**config.mk**
```make
export PLATFORM = sky130hd
export DESIGN_NAME = chrono_timer
export DESIGN_NICKNAME = d
export VERILOG_FILES = /design/src/rtl/chrono_pkg.sv /design/src/rtl/chrono_lap_fifo.sv /design/src/rtl/chrono_timer.sv
export SDC_FILE = /design/constraint.sdc
export NUM_CORES = 1
export LEC_CHECK = 0
export CAP_MARGIN = 20
export CORE_ASPECT_RATIO = 0.9
export CORE_UTILIZATION = 51
export DETAILED_ROUTE_END_ITERATION = 8
export PLACE_DENSITY = 0.89
export SYNTH_ARGS = -nofsm -noshare
export SYNTH_HDL_FRONTEND = slang
export SYNTH_HIERARCHICAL = 1
export SYNTH_SLANG_ARGS = --single-unit
```
**constraint.sdc**
```tcl
create_clock -name clock -period 1.7 [get_ports clock]
set_input_delay 0.51 -clock clock [delete_from_list [all_inputs] [get_ports clock]]
set_output_delay 0.51 -clock clock [all_outputs]
set_load 0.01 [all_outputs]
```
**src/rtl/chrono_pkg.sv**
```systemverilog
// Shared constants and helpers for the chrono timer block.
// No logic; elaboration-time only.
// No flow control.
package chrono_pkg;

  // Bit positions inside control_register.
  localparam int CTRL_ENABLE = 0;
  localparam int CTRL_CLEAR  = 1;
  localparam int CTRL_DOWN   = 2;
  localparam int CTRL_RELOAD = 3;
  localparam int CTRL_LOAD   = 4;
  localparam int CTRL_WIDTH  = 8;

  // Clock cycles per count period; 0 flags an unusable tick rate.
  function automatic int calc_div(input int clock_hz, input int tick_hz);
    if (tick_hz <= 0) begin
      return 0;
    end
    return clock_hz / tick_hz;
  endfunction

endpackage

```
**src/rtl/chrono_lap_fifo.sv**
```systemverilog
// Lap capture FIFO, first-word-fall-through head on data/valid.
// Push visible at head one cycle after the write; pop exposes the next head next cycle.
// Push while full is refused unless a pop happens in the same cycle; pop while empty is ignored.
module chrono_lap_fifo #(
  parameter int WIDTH = 32,
  parameter int DEPTH = 4
) (
  input  logic                     clock,
  input  logic                     reset_n,
  input  logic                     push,
  input  logic [WIDTH-1:0]         push_data,
  input  logic                     pop,
  output logic [WIDTH-1:0]         data,
  output logic                     valid,
  output logic [$clog2(DEPTH):0]   level,
  output logic                     full
);

  localparam int AW = (DEPTH > 1) ? $clog2(DEPTH) : 1;
  localparam int LW = $clog2(DEPTH) + 1;

  if (DEPTH < 2 || (DEPTH & (DEPTH - 1)) != 0) begin : g_depth_check
    $error("chrono_lap_fifo: DEPTH must be a power of 2 and at least 2");
  end

  logic [WIDTH-1:0] mem [DEPTH];
  logic [AW-1:0]    wr_ptr;
  logic [AW-1:0]    rd_ptr;
  logic             do_push;
  logic             do_pop;

  assign valid   = (level != '0);
  assign full    = (level == LW'(DEPTH));
  assign do_pop  = pop && valid;
  // A full FIFO still accepts a push when the head leaves in the same cycle.
  assign do_push = push && (!full || do_pop);
  assign data    = mem[rd_ptr];

  // Storage array; no reset needed since valid gates the head.
  always_ff @(posedge clock) begin
    if (do_push) begin
      mem[wr_ptr] <= push_data;
    end
  end

  // Pointers wrap naturally because DEPTH is a power of 2.
  always_ff @(posedge clock or negedge reset_n) begin
    if (!reset_n) begin
      wr_ptr <= '0;
      rd_ptr <= '0;
      level  <= '0;
    end else begin
      if (do_push) begin
        wr_ptr <= wr_ptr + 1'b1;
      end
      if (do_pop) begin
        rd_ptr <= rd_ptr + 1'b1;
      end
      if (do_push && !do_pop) begin
        level <= level + 1'b1;
      end else if (do_pop && !do_push) begin
        level <= level - 1'b1;
      end
    end
  end

endmodule

```
**src/rtl/chrono_timer.sv**
```systemverilog
// Prescaled up/down counter with sticky expiry and a lap capture FIFO.
// tick and the new count appear together one cycle after the prescaler's last step.
// No backpressure: laps that arrive while the FIFO is full are dropped and flagged.
module chrono_timer
  import chrono_pkg::*;
#(
  parameter int CLOCK_FREQUENCY = 50000000,
  parameter int TICK_HZ         = 1000,
  parameter int COUNT_WIDTH     = 32,
  parameter int LAP_DEPTH       = 4
) (
  input  logic                         clock,
  input  logic                         reset_n,
  input  logic [CTRL_WIDTH-1:0]        control_register,
  input  logic [COUNT_WIDTH-1:0]       load_value,
  input  logic                         lap_req,
  input  logic                         lap_rd,
  output logic [COUNT_WIDTH-1:0]       count,
  output logic                         tick,
  output logic                         expired,
  output logic [COUNT_WIDTH-1:0]       lap_data,
  output logic                         lap_valid,
  output logic [$clog2(LAP_DEPTH):0]   lap_level,
  output logic                         lap_overflow
);

  localparam int DIV = calc_div(CLOCK_FREQUENCY, TICK_HZ);
  localparam int PW  = (DIV > 1) ? $clog2(DIV) : 1;

  if (DIV < 2) begin : g_div_check
    $error("chrono_timer: CLOCK_FREQUENCY/TICK_HZ must be at least 2");
  end

  logic          enable;
  logic          clear;
  logic          down;
  logic          reload;
  logic          load;
  logic          unused_ctrl;
  logic [1:0]    rst_sync;
  logic          rst_n;
  logic [PW-1:0] prescaler;
  logic          presc_last;
  logic          lap_full;

  assign enable      = control_register[CTRL_ENABLE];
  assign clear       = control_register[CTRL_CLEAR];
  assign down        = control_register[CTRL_DOWN];
  assign reload      = control_register[CTRL_RELOAD];
  assign load        = control_register[CTRL_LOAD];
  assign unused_ctrl = ^control_register[CTRL_WIDTH-1:CTRL_LOAD+1];
  assign presc_last  = (prescaler == PW'(DIV - 1));

  // Reset asserts immediately but releases two clocks later, aligned to the clock.
  always_ff @(posedge clock or negedge reset_n) begin
    if (!reset_n) begin
      rst_sync <= '0;
    end else begin
      rst_sync <= {rst_sync[0], 1'b1};
    end
  end
  assign rst_n = rst_sync[1];

  // Prescaler and counter: clear beats load, load beats the periodic update.
  always_ff @(posedge clock or negedge rst_n) begin
    if (!rst_n) begin
      prescaler <= '0;
      count     <= '0;
      tick      <= 1'b0;
      expired   <= 1'b0;
    end else begin
      tick <= 1'b0;
      if (clear) begin
        prescaler <= '0;
        count     <= '0;
        expired   <= 1'b0;
      end else if (load) begin
        prescaler <= '0;
        count     <= load_value;
        expired   <= 1'b0;
      end else if (enable) begin
        if (presc_last) begin
          prescaler <= '0;
          tick      <= 1'b1;
          if (!down) begin
            count <= count + 1'b1;
          end else if (count != '0) begin
            count <= count - 1'b1;
          end else begin
            // Reaching zero never wraps; it either reloads or parks at zero.
            expired <= 1'b1;
            count   <= reload ? load_value : '0;
          end
        end else begin
          prescaler <= prescaler + 1'b1;
        end
      end
    end
  end

  // Sticky overflow when a lap is refused by a full FIFO.
  always_ff @(posedge clock or negedge rst_n) begin
    if (!rst_n) begin
      lap_overflow <= 1'b0;
    end else if (clear) begin
      lap_overflow <= 1'b0;
    end else if (lap_req && lap_full && !lap_rd) begin
      lap_overflow <= 1'b1;
    end
  end

  // Laps capture the registered count, i.e. the value before this edge's update.
  chrono_lap_fifo #(
    .WIDTH (COUNT_WIDTH),
    .DEPTH (LAP_DEPTH)
  ) u_lap_fifo (
    .clock     (clock),
    .reset_n   (rst_n),
    .push      (lap_req),
    .push_data (count),
    .pop       (lap_rd),
    .data      (lap_data),
    .valid     (lap_valid),
    .level     (lap_level),
    .full      (lap_full)
  );

endmodule

```
## Yosys cells after proc, flatten, opt, wreduce, memory -nomap -nowiden

Memory sizes are Yosys's and may differ from the RTL's.
Cells that the tools add are included.

| cells by class | value |
|---|---|
| equality and inequality tests | 3 |
| reductions and logical operators | 20 |
| add/sub/neg operators | 7 |
| multiplexer cells | 27 |

Operators by type and width:

| operator | count |
|---|---|
| 32-bit two-way mux | 7 |
| 16-bit two-way mux | 4 |
| 32-bit by 1-bit adder with 32-bit output, second input constant | 1 |
| 32-bit nonzero test | 1 |
| 32-bit by 1-bit subtractor with 32-bit output, second input constant | 1 |
| 16-bit by 1-bit adder with 16-bit output, second input constant | 1 |
| 16-bit equality test, second input constant | 1 |
| 1-bit two-way mux | 14 |
| 3-bit nonzero test | 4 |
| 1-bit logical AND | 6 |
| 3-bit two-way mux | 2 |
| 2-bit by 1-bit adder with 2-bit output, second input constant | 2 |
| 1-bit zero test | 4 |
| 4-bit AND reduction | 1 |
| 2-bit nonzero test | 2 |
| 3-bit by 1-bit adder with 3-bit output, second input constant | 1 |
| 3-bit equality test, second input constant | 1 |
| 3-bit inequality test, second input constant | 1 |
| 3-bit by 1-bit subtractor with 3-bit output, second input constant | 1 |
| 2-bit AND reduction | 1 |
| 1-bit logical OR | 1 |

| storage, ports and cells | value |
|---|---|
| bits of input ports | 44 |
| bits in writable memories | 128 |
| output and inout port bits | 71 |
| flip-flop bits (word level) | 60 |
| memories kept | 1 |

Memories:

| name | depth | width | rd ports | clocked after memory_dff | write ports | RTL line | text |
|---|---|---|---|---|---|---|---|
| u_lap_fifo.mem | 4 | 32 | 1 | 0 | 1 | chrono_lap_fifo.sv:26 | `logic [WIDTH-1:0] mem [DEPTH];` |

## Longest topological paths before layout

| logic depth | value |
|---|---|
| depth in word-level cells | 8 |
| depth in mapped cells | 10 |

## By module

Netlist, hierarchy kept.

Modules (own cells, without submodules):

| module | area an instance (µm²) | cells each | times used |
|---|---|---|---|
| chrono_lap_fifo | 5,096.1 | 203 | 1 |
| chrono_timer | 4,720.8 | 620 | 1 |

## Least setup slack after synthesis

No wires, ideal clock.

| timing path | value |
|---|---|
| path type | reg-to-reg |
| start | register count[16] |
| end | register count[5] |
| data arrival time | 3.068 ns |
| setup time | 0.104 ns |
| stages on the path, launching flop included | 10 |
| slack | -1.472 ns |
| required time | 1.596 ns |
| period minus slack after synthesis | 3.172 ns |
| path through | dfrtp_1 buf_6 or4_1 buf_2 or4b_4 buf_4 nor3_4 mux2_2 a211o_1 a221oi_1 |

| between the ends | value |
|---|---|
| longest elaborated chain between the ends | 7 |

Ends and longest elaborated chain:

| what | RTL line | text |
|---|---|---|
| from (decl) | chrono_timer.sv:18 | `output logic [COUNT_WIDTH-1:0] count,` |
| from (signal assigned) | chrono_timer.sv:79 | `count <= load_value;` |
| from (signal assigned) | chrono_timer.sv:86 | `count <= count + 1'b1;` |
| from (signal assigned) | chrono_timer.sv:88 | `count <= count - 1'b1;` |
| 32-bit nonzero test | chrono_timer.sv:87 | `end else if (count != '0) begin` |
| 32-bit two-way mux | chrono_timer.sv:87 |  |
| 32-bit two-way mux | chrono_timer.sv:85 | `if (!down) begin` |
| 32-bit two-way mux | chrono_timer.sv:82 | `if (presc_last) begin` |
| 32-bit two-way mux | chrono_timer.sv:81 | `end else if (enable) begin` |
| 32-bit two-way mux | chrono_timer.sv:77 | `end else if (load) begin` |
| 32-bit two-way mux | chrono_timer.sv:73 | `if (clear) begin` |

Every way passes these cells. The select of a mux whose other input is x is not followed.
A chain may end at the register's enable or synchronous reset.

## Final worst setup path

| timing path | value |
|---|---|
| start | register count[1] |
| end | register count[4] |

| between the ends | value |
|---|---|
| longest elaborated chain between the ends | 7 |
| elaborated cells on any way between the ends | 9 |
| those cells by class | add/sub (2); mux (6); reduce/logical (1) |

Ends and longest elaborated chain:

| what | RTL line |
|---|---|
| 32-bit by 1-bit subtractor with 32-bit output or 32-bit nonzero test (tied branches) | chrono_timer.sv:88, chrono_timer.sv:87 |
| 32-bit two-way mux | chrono_timer.sv:87 |
| 32-bit two-way mux * | chrono_timer.sv:85 |
| 32-bit two-way mux * | chrono_timer.sv:82 |
| 32-bit two-way mux * | chrono_timer.sv:81 |
| 32-bit two-way mux * | chrono_timer.sv:77 |
| 32-bit two-way mux * | chrono_timer.sv:73 |

Every way passes the cells marked *; elsewhere a longest branch is shown, timed or not. The select of a mux whose other input is x is not followed.

==> results.md <==
- In this run, CTS created clock tree buffers numbering 17.
- The timing startpoint of the critical path is count[1].
- The share of the cycle needed by the critical path after routing is 173.7%.
- After layout, the design draws a total of 18.38 mW.
- The number of cells on the worst reg-to-reg path is 10.
- For this configuration, the core starts out at a cell density of 52.66%.
- At the end of routability-driven placement, the weighted congestion stood at 1.006.
- Power spread over the standard cell area amounts to 1166 nW/um2.
- The number of flops mapped to enable cells by yosys is 128.
- In this run the number of H-tree levels came out at 4.
- STA classifies the critical path startpoint as a flop.
- STA classifies the critical path endpoint as a flop.
- The root buffer cell chosen for the clock tree is clkbuf_16.
- The number of global-route vias before repair came to 10270.
- The post-route cell area is 15750 um2.
- Across the routed clock network, the largest skew measured is 0.02276 ns.
- The final reports fail on DRC, setup timing.
- The synthesized design contains 188 register bits.
- Traced cell by cell, the critical path runs through inv_2 -> ha_4 -> or4b_4 -> or4_4 -> nor3_4 -> buf_6 -> buf_8 -> buf_6 -> a311oi_2 -> o31ai_1.
- Setup violations remaining at the end of the flow were counted as 234.
- The register-to-register setup slack is -1.25 ns.
- After synthesis, the netlist uses 85 different library cells.
- After synthesis, flip-flops and latches occupy 54.45% of the total area.
- The count of nets left with antenna violations once routing finished came out at 0.
- The maximum fanout count along the critical path is 6.
- For this run, asynchronously set or reset flops after synthesis account for 31.91%.
- The pin count of the biggest net entering global routing is 59.
- The final max-slew violation count is 0.
- The overall die area is 19810 um2.
- The start of the worst register-to-register path is count[1].
- After floorplanning, the core was sized to cover 18640 um2.
- The worst min-delay path class is in2async.
- The mapped cell area is 9817 um2.
- Yosys printed 6 warnings.
- Synthesis handed over a netlist of 823 instances.
- In this run the deepest clock path goes through 2 buffers.
- The first-iteration detailed-routing DRC count is 2331.
- Ranked by total cell area, the synthesized netlist is headed by edfxtp_1 39%, dfrtp_1 15%, mux4_2 6.4%.
- The number of port buffers is 111.
- The tool flagged a number of max-cap violations equal to 0.
- The tree built by TritonCTS fans out to 188 sinks.
- The class of the most critical setup path is reg2reg.
- The total number of placement rows is 47.
- The final layout contains 1305 nets.
- Global routing used 41.21% of the available tracks across all layers.
- The initial antenna violation count is 0.
- The cell type of the slowest stage on the worst timing path is or4b_4.
- The post-route netlist has 50.32% of its cells at a drive strength greater than 1.
- The final period demand of the worst path is 2.953 ns.
- The length of the first detailed-routing pass in iterations is 9.
- The wire length per cell after detailed routing is 31.95 um.
- The proportion of netlist area held by the largest area contributor is 39.15%.
- The total of fill cells in the finished design is 787.
- The area growth from synthesis to layout is 60.48%.
- Detailed placement ended at an HPWL of 22.02 mm.
- The aggregate global routing overflow is 0.
- The routed design has 48.21 mm of wire.
- The antenna cell count is 0.
- The required time reported for the critical path endpoint is 2.04 ns.
- The final route contains 11020 vias.
- The leakage power figure is 6.360 nW.
- Static timing analysis puts the maximum clock frequency at 338.6 MHz.
- By instance count, the cell type seen most on the critical path is buf_6.
- The worst pin sits at a relative slew slack of 60.70%.
- Setup repair after global routing could not meet its margin everywhere.
- The CTS tree is yes.
- The cell taking the most area after synthesis is edfxtp_1.
- At the pin with the least slew margin, the transition time is 0.5746 ns.
- Dividing the detail-routed via count by the number of cells gives 7.305.
- Synthesis produced a netlist with a net count of 877.
- The largest vdd supply drop is 0.7688 mV.
- The die span in x is 148.2 um.
- After clock tree synthesis, the clock-pin slew on the worst setup and hold paths is 0.07 ns.
- The clock insertion delay at the later pin of the skew report is 0.47 ns.
- The critical path capture point is count[4].
- The final routed DRC violation total is 13.
- For this run, the slowest stage of the critical path takes 0.50 ns.
- The global-route wire length before repair is 60.10 mm.
- The number of hold-slack violations in the final timing report was 0.
- The die is 133.6 um tall.
- The placed instances occupy a cell area of 12840 um2.
- The arrival time reported for the critical path endpoint is 3.29 ns.
- The worst flop-to-flop path endpoint is count[4].
- The number of top-level design ports is 115.
- The most used flip-flop cell after synthesis is edfxtp_1.
- The synthesized area divided by synthesized cell count is 11.93 um2.
- In the post-route analysis, the smallest setup slack over all paths is -1.253 ns.
- The flow ran to the end, but the final reports show violations.
==> worst min path at each step <==
stage | start | to
2_1_floorplan | reset_n | rst_sync[0]
3_3_place_gp | rst_sync[1] | count[3]
3_5_place_dp | rst_sync[1] | prescaler[2]
4_1_cts | reset_n | rst_sync[0]
5_1_grt | reset_n | rst_sync[1]
6_report | reset_n | rst_sync[1]
==> cell type report <==
type / instances / area (um2) / share of cell area [%]
well taps: 245 / 306.5 / 1.946
flip-flops and latches: 188 / 5359 / 34.02
multi-input cells: 547 / 4790 / 30.40
repair buffers: 473 / 4574 / 29.04
inverters: 24 / 95.09 / 0.6036
clock inverters: 14 / 200.2 / 1.271
clock buffers: 18 / 429.2 / 2.724
==> synth_stat cells (4+ instances only) <==
library cell and count:
nor4_1 16, and3_1 21, xor2_1 18, nor2_1 60
nand4_1 19, a21oi_1 39, a221oi_1 4, dfrtp_1 60
a221o_1 4, xnor2_1 14, mux4_2 28, buf_2 12
edfxtp_1 128, clkbuf_1 44, a31oi_1 10, nand3_1 32
nand2b_1 4, ha_1 9, nor4b_1 6, or3_1 9
a22oi_1 13, nor3b_1 4, and2_1 8, o21a_1 4
mux4_1 4, nand2_1 37, o41ai_1 4, a211o_1 6
o31ai_1 12, inv_1 24, and4_1 4, nor3_1 26
or4_1 8, a311oi_1 8, o21ai_0 46
==> per-stage QoR <==
stage	cells	TNS (ns)	hold slack, ns	setup slack, ns	util [%]
final	1509	-68.93	0.2090	-1.253	84.51
after global routing	1509	-73.27	0.2194	-1.399	84.51
after CTS	1464	-61.43	0.2204	-1.010	79.52
after detailed placement	1342	-107.73	0.2936	-1.104	68.89
after global placement	1342	-96.76	0.2839	-1.063	68.89
after floorplan	823	-33.66	0.2144	-1.311	-
==> timing repair <==
item                       CTS  global route
pin swaps                   59            53
resized for setup          475           162
buffers inserted            94            67
setup endpoints to repair  122           244
hold buffers                 0             0
gates cloned                 1            10
==> cell families after synthesis <==
kind of cell / count (synthesis) / share of synthesized area (%)
xor gates and xnor gates: 32 / 2.855
DFF: 188 / 54.45
AOI/OAI and AO/OA: 192 / 13.37
adders and majority gates: 10 / 1.351
other: 1 / 0.03820
buffers and inverters: 88 / 4.206
and+or+nand+nor: 274 / 15.59
muxes: 38 / 8.144
==> sequential cells by signal (all words and copies together) (netlist names) <==
register           flops
u_lap_fifo/wr_ptr      2
expired                1
lap_overflow           1
u_lap_fifo/mem       128
rst_sync               2
u_lap_fifo/level       3
count                 32
prescaler             16
u_lap_fifo/rd_ptr      2
tick                   1
==> cell usage in the layout, fill, tap and decap left out, drive strengths merged, types with 5 or more instances in the layout <==
cell type      netlist  routed
clkdlybuf4s50        0      40
a21oi               39      39
o21ai               47      47
buf                 20     420
and2                 8       8
a31oi               10      10
nand3               32      32
and3                21      21
a221oi               5       5
nor4b                7       7
nand4               19      19
nand2               37      37
or4                  9       9
a311oi               8       8
dfrtp               60      60
xnor2               14      14
clkbuf              44      26
mux4                32      32
or3                 10      10
nor4                17      17
a211o                6       6
xor2                18      18
inv                 24      28
o31ai               12      12
ha                   9       9
nor3                27      27
nor3b                5       5
clkinv               0       6
edfxtp             128     128
a22oi               13      13
nor2                60      60
==> metal layers <==
layer  global-route usage (%)  up-vias  wire, um
li1                         -     4077         -
met1                    50.75     5144     14970
met2                    65.28     1321     20890
met3                    11.23      481      7544
met4                    24.11        0      4801
met5                        0        -         0
==> worst max-delay path, delay by kind of cell, from the launching register on <==
| family | cells | cell delay [ns] |
|---|---|---|
| fa+ha+maj | 1 | 0.16 |
| simple gates | 3 | 1.23 |
| buf+inv | 4 | 0.51 |
| compound gates | 2 | 0.49 |
| flops | 1 | 0.43 |
==> where the power goes <==
group	internal (mW)	total [mW]	switching [mW]
Combinational	4.17	7.85	3.67
Clock	2.26	4.41	2.16
Sequential	5.77	6.12	0.348
Power figures use the tool's default switching activity.
